[src/rtl/limiter_pdseq_pkg.sv]
// Shared definitions for the limiter power-down sequencer: CPU register
// addresses and the per-channel state encoding.
package limiter_pdseq_pkg;

  localparam logic [1:0] ADDR_PD     = 2'd0;
  localparam logic [1:0] ADDR_SETTLE = 2'd1;
  localparam logic [1:0] ADDR_STATUS = 2'd2;
  localparam logic [1:0] ADDR_IRQ    = 2'd3;

  typedef enum logic [1:0] {
    CH_UP     = 2'd0,
    CH_DOWN   = 2'd1,
    CH_SETTLE = 2'd2
  } ch_state_e;

endpackage

[src/rtl/limiter_pdseq_ch.sv]
// One limiter channel: UP / DOWN / SETTLE sequencing with a settle
// down-counter. o_done flags the edge on which a completed settle returns to UP.
module limiter_pdseq_ch
  import limiter_pdseq_pkg::*;
#(
  parameter int CNT_W = 16
) (
  input  logic             clk,
  input  logic             rst,
  input  logic             i_pd_wr,
  input  logic             i_pd_bit,
  input  logic [CNT_W-1:0] i_settle,
  output logic             o_pd,
  output logic             o_rdy,
  output logic             o_done
);

  ch_state_e        r_state;
  ch_state_e        w_state_nxt;
  logic [CNT_W-1:0] r_cnt;
  logic [CNT_W-1:0] w_cnt_nxt;
  logic             w_done;
  logic             r_pd;
  logic             r_rdy;
  logic             w_pd_nxt;
  logic             w_rdy_nxt;

  // Next-state logic; a power-down request overrides everything, including a
  // settle finishing on the same edge, so an aborted settle never reports done.
  always_comb begin
    w_state_nxt = r_state;
    w_cnt_nxt   = r_cnt;
    w_done      = 1'b0;
    if (i_pd_wr && i_pd_bit) begin
      w_state_nxt = CH_DOWN;
      w_cnt_nxt   = '0;
    end else begin
      case (r_state)
        CH_UP: begin
          w_state_nxt = CH_UP;
        end
        CH_DOWN: begin
          if (i_pd_wr) begin
            w_state_nxt = CH_SETTLE;
            w_cnt_nxt   = i_settle;
          end else begin
            w_state_nxt = CH_DOWN;
          end
        end
        CH_SETTLE: begin
          if (r_cnt == '0) begin
            w_state_nxt = CH_UP;
            w_done      = 1'b1;
          end else begin
            w_cnt_nxt = r_cnt - CNT_W'(1'b1);
          end
        end
        default: begin
          w_state_nxt = CH_UP;
          w_cnt_nxt   = '0;
        end
      endcase
    end
  end

  // Output values decoded from the next state so pd/rdy come straight from flops.
  always_comb begin
    w_pd_nxt  = 1'b0;
    w_rdy_nxt = 1'b1;
    case (w_state_nxt)
      CH_UP:     begin w_pd_nxt = 1'b0; w_rdy_nxt = 1'b1; end
      CH_DOWN:   begin w_pd_nxt = 1'b1; w_rdy_nxt = 1'b0; end
      CH_SETTLE: begin w_pd_nxt = 1'b0; w_rdy_nxt = 1'b0; end
      default:   begin w_pd_nxt = 1'b0; w_rdy_nxt = 1'b1; end
    endcase
  end

  // State, counter and output registers.
  always_ff @(posedge clk or posedge rst) begin
    if (rst) begin
      r_state <= CH_UP;
      r_cnt   <= '0;
      r_pd    <= 1'b0;
      r_rdy   <= 1'b1;
    end else begin
      r_state <= w_state_nxt;
      r_cnt   <= w_cnt_nxt;
      r_pd    <= w_pd_nxt;
      r_rdy   <= w_rdy_nxt;
    end
  end

  assign o_pd   = r_pd;
  assign o_rdy  = r_rdy;
  assign o_done = w_done;

endmodule

[src/rtl/limiter_pdseq.sv]
// Limiter power-down sequencer: CPU register block, IRQ pending logic and
// N_CH independently sequenced channels.
module limiter_pdseq
  import limiter_pdseq_pkg::*;
#(
  parameter int N_CH       = 4,
  parameter int DATA_W     = 32,
  parameter int CNT_W      = 16,
  parameter int SETTLE_RST = 100
) (
  input  logic              clk,
  input  logic              rst,
  input  logic              valid,
  input  logic [1:0]        address,
  input  logic [DATA_W-1:0] wdata,
  input  logic              wstrb,
  output logic [DATA_W-1:0] rdata,
  output logic              ready,
  output logic [N_CH-1:0]   pd,
  output logic [N_CH-1:0]   rdy,
  output logic              irq
);

  logic              w_wr;
  logic              w_rd;
  logic              w_pd_wr;
  logic [N_CH-1:0]   w_pd;
  logic [N_CH-1:0]   w_rdy;
  logic [N_CH-1:0]   w_done;
  logic [N_CH-1:0]   w_irq_clr;
  logic [N_CH-1:0]   w_irq_nxt;
  logic [DATA_W-1:0] w_rd_data;
  logic [CNT_W-1:0]  r_settle;
  logic [N_CH-1:0]   r_irq;
  logic              r_irq_any;
  logic              r_ready;
  logic [DATA_W-1:0] r_rdata;

  assign w_wr    = valid & wstrb;
  assign w_rd    = valid & ~wstrb;
  assign w_pd_wr = w_wr & (address == ADDR_PD);

  genvar g;
  generate
    for (g = 0; g < N_CH; g++) begin : g_ch
      limiter_pdseq_ch #(
        .CNT_W (CNT_W)
      ) u_ch (
        .clk      (clk),
        .rst      (rst),
        .i_pd_wr  (w_pd_wr),
        .i_pd_bit (wdata[g]),
        .i_settle (r_settle),
        .o_pd     (w_pd[g]),
        .o_rdy    (w_rdy[g]),
        .o_done   (w_done[g])
      );
    end
  endgenerate

  // Write-1-to-clear mask; a settle-done set on the same edge wins below.
  always_comb begin
    w_irq_clr = '0;
    if (w_wr && (address == ADDR_IRQ)) begin
      w_irq_clr = N_CH'(wdata);
    end else begin
      w_irq_clr = '0;
    end
  end

  assign w_irq_nxt = (r_irq & ~w_irq_clr) | w_done;

  // Read data mux; PD readback is the live channel pd state.
  always_comb begin
    w_rd_data = '0;
    case (address)
      ADDR_PD:     w_rd_data = DATA_W'(w_pd);
      ADDR_SETTLE: w_rd_data = DATA_W'(r_settle);
      ADDR_STATUS: w_rd_data = DATA_W'({w_pd, 16'(w_rdy)});
      ADDR_IRQ:    w_rd_data = DATA_W'(r_irq);
      default:     w_rd_data = '0;
    endcase
  end

  // CPU-side registers: SETTLE, IRQ pending, handshake and read data.
  always_ff @(posedge clk or posedge rst) begin
    if (rst) begin
      r_settle  <= CNT_W'(SETTLE_RST);
      r_irq     <= '0;
      r_irq_any <= 1'b0;
      r_ready   <= 1'b0;
      r_rdata   <= '0;
    end else begin
      r_ready   <= valid;
      r_irq     <= w_irq_nxt;
      r_irq_any <= |w_irq_nxt;
      if (w_wr && (address == ADDR_SETTLE)) begin
        r_settle <= CNT_W'(wdata);
      end
      if (w_rd) begin
        r_rdata <= w_rd_data;
      end
    end
  end

  assign rdata = r_rdata;
  assign ready = r_ready;
  assign pd    = w_pd;
  assign rdy   = w_rdy;
  assign irq   = r_irq_any;

endmodule

[config.mk]
export PLATFORM = sky130hd
export DESIGN_NAME = limiter_pdseq
export DESIGN_NICKNAME = d
export VERILOG_FILES = /design/src/rtl/limiter_pdseq_pkg.sv /design/src/rtl/limiter_pdseq_ch.sv /design/src/rtl/limiter_pdseq.sv
export SDC_FILE = /design/constraint.sdc
export NUM_CORES = 1
export LEC_CHECK = 0
export CORE_UTILIZATION = 45
export DETAILED_ROUTE_END_ITERATION = 7
export PLACE_DENSITY = 0.68
export SYNTH_ARGS = -nofsm -noshare
export SYNTH_HDL_FRONTEND = slang
export SYNTH_HIERARCHICAL = 1
export SYNTH_SLANG_ARGS = --single-unit
[constraint.sdc]
create_clock -name clk -period 1.8 [get_ports clk]
set_clock_uncertainty 0.15 [all_clocks]
set_input_delay 0.36 -clock clk [delete_from_list [all_inputs] [get_ports clk]]
set_output_delay 0.36 -clock clk [all_outputs]
set_load 0.05 [all_outputs]
Yosys cells after proc, flatten, opt, wreduce, memory -nomap -nowiden:

Cells that the tools add are included.

* bitwise gates (word level): 7
* add/sub/neg operators: 4
* multiplexer cells: 48
* equal/unequal tests: 31
* reduce and logical (&&, ||, !) cells: 24

Operator list (number)
* 16-bit one-hot mux with 3 select lines: 4
* 16-bit 2-to-1 mux: 9
* 32-bit one-hot mux with 4 select lines: 1
* 16-bit zero test: 4
* 16-bit by 1-bit subtractor with 16-bit output (second input constant): 4
* 3-bit by 2-bit != test with 1-bit output (second input constant): 7
* 2-bit equality test (second input constant): 10
* 1-bit 2-to-1 mux: 20
* 2-bit by 1-bit equality test with 1-bit output (second input constant): 9
* 2-bit 2-to-1 mux: 9
* 2-bit one-hot mux with 2 select lines: 4
* 3-bit AND reduction: 4
* 2-bit zero test: 5
* 2-bit by 1-bit != test with 1-bit output (second input constant): 4
* 2-bit OR reduction: 4
* 1-bit logical AND: 6
* 4-bit bitwise AND: 1
* 4-bit 2-to-1 mux: 1
* 4-bit NOT: 1
* 4-bit bitwise OR: 1
* 4-bit OR reduction: 1
* 1-bit bitwise AND: 3
* 3-bit by 1-bit != test with 1-bit output (second input constant): 1
* 1-bit NOT: 1

* input port bits: 38
* word-level logic and storage cells: 135
* register bits after elaboration: 134

Depth between registers and ports, before layout:

* word-level depth: 8
* depth in mapped cells: 8
* depth with buffers taken out: 7

Hierarchy:

Netlist, hierarchy kept.

By module, submodules not included
* limiter_pdseq_ch: seq. area each 501.7 µm², cells an instance 164, area each 1403.8 µm², times used 4
* limiter_pdseq: seq. area each 1054.8 µm², cells an instance 122, area each 1760.4 µm², times used 1

Least setup slack after synthesis:

No wires, ideal clock.

* path kind: input to register
* from: in address[1]
* to: reg r_irq_any (netlist: irq)
* path slack: -1.357 ns
* cell stages on the path: 8
* arrival: 2.869 ns
* cells stage by stage: buf_4 -> nor3_1 -> and2_1 -> clkbuf_1 -> nor4_1 -> nor2_1 -> a31oi_1 -> or4_1

* elaborated cells between the ends (all ways): 17
* classes of those cells: eq/ne: 1; mux: 5; bitwise: 4; reduce/logical: 7

RTL lines
* start: declaration: line limiter_pdseq.sv:14 `input logic [1:0] address,`
* 2-bit zero test: line limiter_pdseq.sv:41 `assign w_pd_wr = w_wr & (address == ADDR_PD);`
* 1-bit bitwise AND: line limiter_pdseq.sv:41
* named net w_pd_wr: line limiter_pdseq.sv:26 `logic w_pd_wr;`
* 1-bit logical AND: line limiter_pdseq_ch.sv:34 `if (i_pd_wr && i_pd_bit) begin`
* 1-bit 2-to-1 mux: line limiter_pdseq_ch.sv:34
* named net w_done[2]: line limiter_pdseq.sv:29 `logic [N_CH-1:0] w_done;`
* 4-bit bitwise OR: line limiter_pdseq.sv:71 `assign w_irq_nxt = (r_irq & ~w_irq_clr) | w_done;`
* named net w_irq_nxt[2]: line limiter_pdseq.sv:31 `logic [N_CH-1:0] w_irq_nxt;`
* 4-bit OR reduction: line limiter_pdseq.sv:96 `r_irq_any <= |w_irq_nxt;`
* end signal: assignment: line limiter_pdseq.sv:96
* end: declaration: line limiter_pdseq.sv:35 `logic r_irq_any;`

The timed path passes the listed nets, and every way through them passes these cells.
A chain may end at the register's enable or synchronous reset.

Final worst setup path:

* from: reg g_ch[1].u_ch.r_state[0]
* to: reg g_ch[1].u_ch.r_cnt[5]

* word-level cells in the longest chain between the ends: 3
* elaborated cells between the ends (all ways): 9
* classes of those cells: eq/ne: 5; mux: 2; reduce/logical: 2

RTL lines
* start: declaration: line limiter_pdseq_ch.sv:18 `ch_state_e r_state;`
* start signal: assignment: line limiter_pdseq_ch.sv:86 `r_state <= w_state_nxt;`
* 2-bit equality test (tied with other cells): line limiter_pdseq_ch.sv:38 `case (r_state)`
* 3-bit by 2-bit != test with 1-bit output (no line) (tied with other cells)
* 3-bit AND reduction (no line) or 16-bit 2-to-1 mux (tied branches)
* end signal: assignment: line limiter_pdseq_ch.sv:87 `r_cnt <= w_cnt_nxt;`
* end: declaration: line limiter_pdseq_ch.sv:20 `logic [CNT_W-1:0] r_cnt;`

Several ways; a longest one is shown, not always the timed one.

==> summary.md <==
The tools report the buffer type at the clock tree root as clkbuf_16. Final hold analysis gives a worst-case slack of 196 ps. In the global route stage, overall resource usage came out at 32.2%.

For the required time of the critical path, the log shows 1980 ps. For the final hold violation count, the log shows 0. For the highest clock rate, the log shows 475 MHz.

The most critical setup path has its startpoint at g_ch[1].u_ch/r_state[0]$_DFF_PP0_. Setup total negative slack on the finished layout was measured at -14,520 ps. By instance count, the leading cell after synthesis is dfrtp_1.

For this run, the share of the core covered by cells in the final layout is 72.4%. The tools report the number of global-route vias before repair as 7,848. Clock latency on the worst-skew pair, taken at its later pin, is 430 ps.

Counting flops with an async set or reset pin after synthesis yields a share of 100%. The die is 130 um tall. The critical path in this run is classified as flop to flop.

The final instance area was 0.0115 sq mm; the width of the chip was 130 um. Global routing finished with a remaining overflow of 0. After detailed routing, the number of remaining DRC violations is 0.

The fraction of synthesized cell area taken by the top area cell type works out to 39.0%. Average vias per placed instance: 6.09. The share of the Yosys chip area taken by registers is 41.5%. The DRC violation total after the first TritonRoute iteration is 737. The flow ran to the end, but the final reports show violations. The detailed-route wire length was 27,400 um. STA classifies the critical path endpoint as a flop. Setup repair after global routing could not meet its margin everywhere.

The longest clock path from root to sink contains 2 buffers. In this run the worst path has a maximum fanout of 5. Entering global routing, the biggest net connects 21 pins.

The net count of the finished layout was 1,121; the tightest slew margin relative to the limit was 63.4%. The biggest area contributor in the post-synthesis netlist is dfrtp_1. The critical path ends at g_ch[1].u_ch/r_cnt[5]$_DFFE_PP0P_. The initial utilization of the core area, before any placement, comes to 46.3%.

The fraction of layout cells with a size suffix above 1 is 47.9%, and the final critical-path required period is 2100 ps. For this design, the slowest cell found on the critical path is dfrtp_1. In this run the cell area measured after placement is 0.00967 sq mm. For the first-pass GRT wire length, the log shows 40,600 um.

The ratio of final minimum period to clock period came out at 117%. In this run the critical register-to-register path is launched from g_ch[1].u_ch/r_state[0]$_DFF_PP0_. In this run the critical register-to-register path is captured at g_ch[1].u_ch/r_cnt[5]$_DFFE_PP0P_.

The number of placement rows was 46. The tool flagged a number of max-cap violations equal to 0. The average detailed-routed wire length per instance is 21.2 um, and the mapped cell area is 0.00738 sq mm. In this run the worst hold path is classified as input port to asynchronous set/reset pin. Setup violations remaining at the end of the flow were counted as 82.

The run gives 0 as the post-detailed-route count of antenna-violating nets. Yosys attributes the largest share of cell area to dfrtp_1 39%, nand2_1 5.1%, ha_1 4.1%, o21ai_0 3.8%, mux2_2 3.1%. Buffers inserted during clock tree synthesis total 17. At the pin with the least slew margin, the transition time is 548 ps. The run gives 2280 ps as the data arrival time of the critical path. The die area is 0.0169 sq mm, and the via count is 7,856. The number of H-tree levels was 4; the number of top-level pins was 80.

In this run, synthesis produced a sequential element count of 122. Synthesis produced a netlist whose cell count is 778. Number of antenna violations at the first check in global routing: 0. TritonCTS built the clock tree. Register-to-register path setup slack: -300 ps. The area growth from synthesis to layout is 56.6%. For this design the ratio of total power to cell area is 708 mW/mm^2. The final worst setup slack is -303 ps, and the depth of the worst register-to-register path is 8.

The logs give 0 for the max-slew violation count and 5.05 nW for the cell leakage power. The clock transition at the register clock pins on the worst setup and hold paths after CTS was 60 ps; the number of flops mapped to enable cells by yosys was 0. For this run, the number of Yosys warnings is 6.

The worst setup path is launched from a flop. After filler insertion, the fill cell instance count of the layout stands at 1,024. Counting distinct cell types in the post-synthesis netlist gives 53. The final reports fail on negative setup slack. The core area came out at 0.0159 sq mm. Average cell area after synthesis: 9.48 sq um.

By count the netlist is led by 115 x dfrtp_1, 101 x nand2_1, 56 x o21ai_0. IR analysis of the VDD net gives a maximum drop of 726 uV. Routability-driven placement finished with a final weighted congestion of 0.904.

For the number of clock sinks, the log shows 122. In the synthesized netlist the dominant register cell turns out to be dfrtp_1. The largest stage delay on the critical path was 370 ps; the half-perimeter wire length of the detailed placement result was 17,300 um. The total of buffers placed on input and output ports came out at 51.

The signal on the critical path passes through buf_4, ha_1, nor2b_1, nor2_1, o21a_1, buf_6, nand3_4, o2bb2ai_1. Before antenna repair, the detailed router went through 5 iterations.
-- registers in the layout, indices dropped and copies added, names as in the netlist --
| signal | cells |
|---|---|
| irq | 1 |
| g_ch.u_ch/r_state | 8 |
| r_settle | 16 |
| g_ch.u_ch/o_rdy | 4 |
| r_irq | 4 |
| rdata | 20 |
| g_ch.u_ch/r_cnt | 64 |
| g_ch.u_ch/o_pd | 4 |
| ready | 1 |
-- cell families after synthesis --
family	Yosys count	synth area share, %
fa+ha+maj	24	4.07
other cells	1	0.0508
flops	122	41.5
xor+xnor	24	2.85
simple gates	292	22.2
compound gates	216	20.0
mux	24	4.27
buf+inv	75	4.99
-- power breakdown --
| group | switching (W) | total [W] | internal (W) |
|---|---|---|---|
| combinational | 0.000734 | 0.00123 | 0.000495 |
| sequential | 0.000362 | 0.00328 | 0.00292 |
| clock | 0.00128 | 0.00367 | 0.00238 |
| total | 0.00238 | 0.00818 | 0.00580 |
-- worst min path at each step --
stage                         start                     endpoint  slack (ps)  cells past startpoint
3_5_place_dp   rdata[5]$_DFFE_PP0P_         rdata[5]$_DFFE_PP0P_         350                      1
3_3_place_gp   rdata[5]$_DFFE_PP0P_         rdata[5]$_DFFE_PP0P_         340                      1
4_1_cts                       valid              ready$_DFF_PP0_         180                      2
5_1_grt                       valid              ready$_DFF_PP0_         210                      2
2_1_floorplan                   rst  g_ch[0].u_ch/o_pd$_DFF_PP0_         170                      1
6_report                        rst      r_settle[3]$_DFFE_PP0P_         200                      2
-- cell type report --
type | count | area, sq um | area share, %
well taps | 216 | 270 | 2.34
inverters | 33 | 124 | 1.07
clock inverters | 11 | 169 | 1.46
repair buffers | 289 | 2520 | 21.9
multi-input cells | 596 | 4940 | 42.7
diodes | 1 | 2.50 | 0.0217
clock buffers | 21 | 460 | 3.99
flip-flops and latches | 122 | 3060 | 26.5
-- worst max-delay path, delay by kind of cell, from the launching register on --
kind            cells  cell delay (ps)
compound gates      2              460
flops               1              370
simple gates        3              510
buf+inv             2              280
fa+ha+maj           1              230
-- per-layer routing --
| layer | share of wire (%) | global-route usage (%) | wire (um) | up-vias |
|---|---|---|---|---|
| li1 | - | - | - | 3422 |
| met1 | 38 | 39.5 | 10400 | 3812 |
| met2 | 48 | 52.7 | 13000 | 478 |
| met3 | 8.8 | 6.89 | 2410 | 144 |
| met4 | 5.3 | 17.9 | 1460 | 0 |
| met5 | 0 | 0 | 0 | - |
-- placed cells by master, fill, tap and decap left out, types with 14 or more instances in the layout --
master	count
a21oi_2	18
a22o_1	20
a22oi_1	20
a32oi_1	16
buf_12	14
buf_4	219
buf_6	35
clkbuf_16	17
clkdlybuf4s50_1	17
dfrtp_1	115
ha_1	16
inv_1	29
mux2_2	20
nand2_1	72
nand2_2	24
nand3_1	16
nand3_2	15
nand4_1	16
nor2_1	40
o21ai_0	20
o21ai_1	16
o21ai_2	20
xnor2_1	24
-- stage by stage --
step | std cells | total power, W | setup slack (ps)
floorplan | 789 | 0.00378 | -471
global placement | 1220 | 0.00436 | -738
detailed placement | 1220 | 0.00439 | -801
CTS | 1280 | 0.00812 | -206
global route | 1288 | 0.00838 | -443
finish | 1289 | 0.00818 | -303
-- repair_timing --
item	in CTS	in global routing
gates resized for setup	136	81
gates cloned	4	0
hold buffers	0	0
endpoints found under the setup margin	85	85
pin swaps	107	54
buffers inserted	24	9
Note: power is estimated with default switching activity, not from simulation.
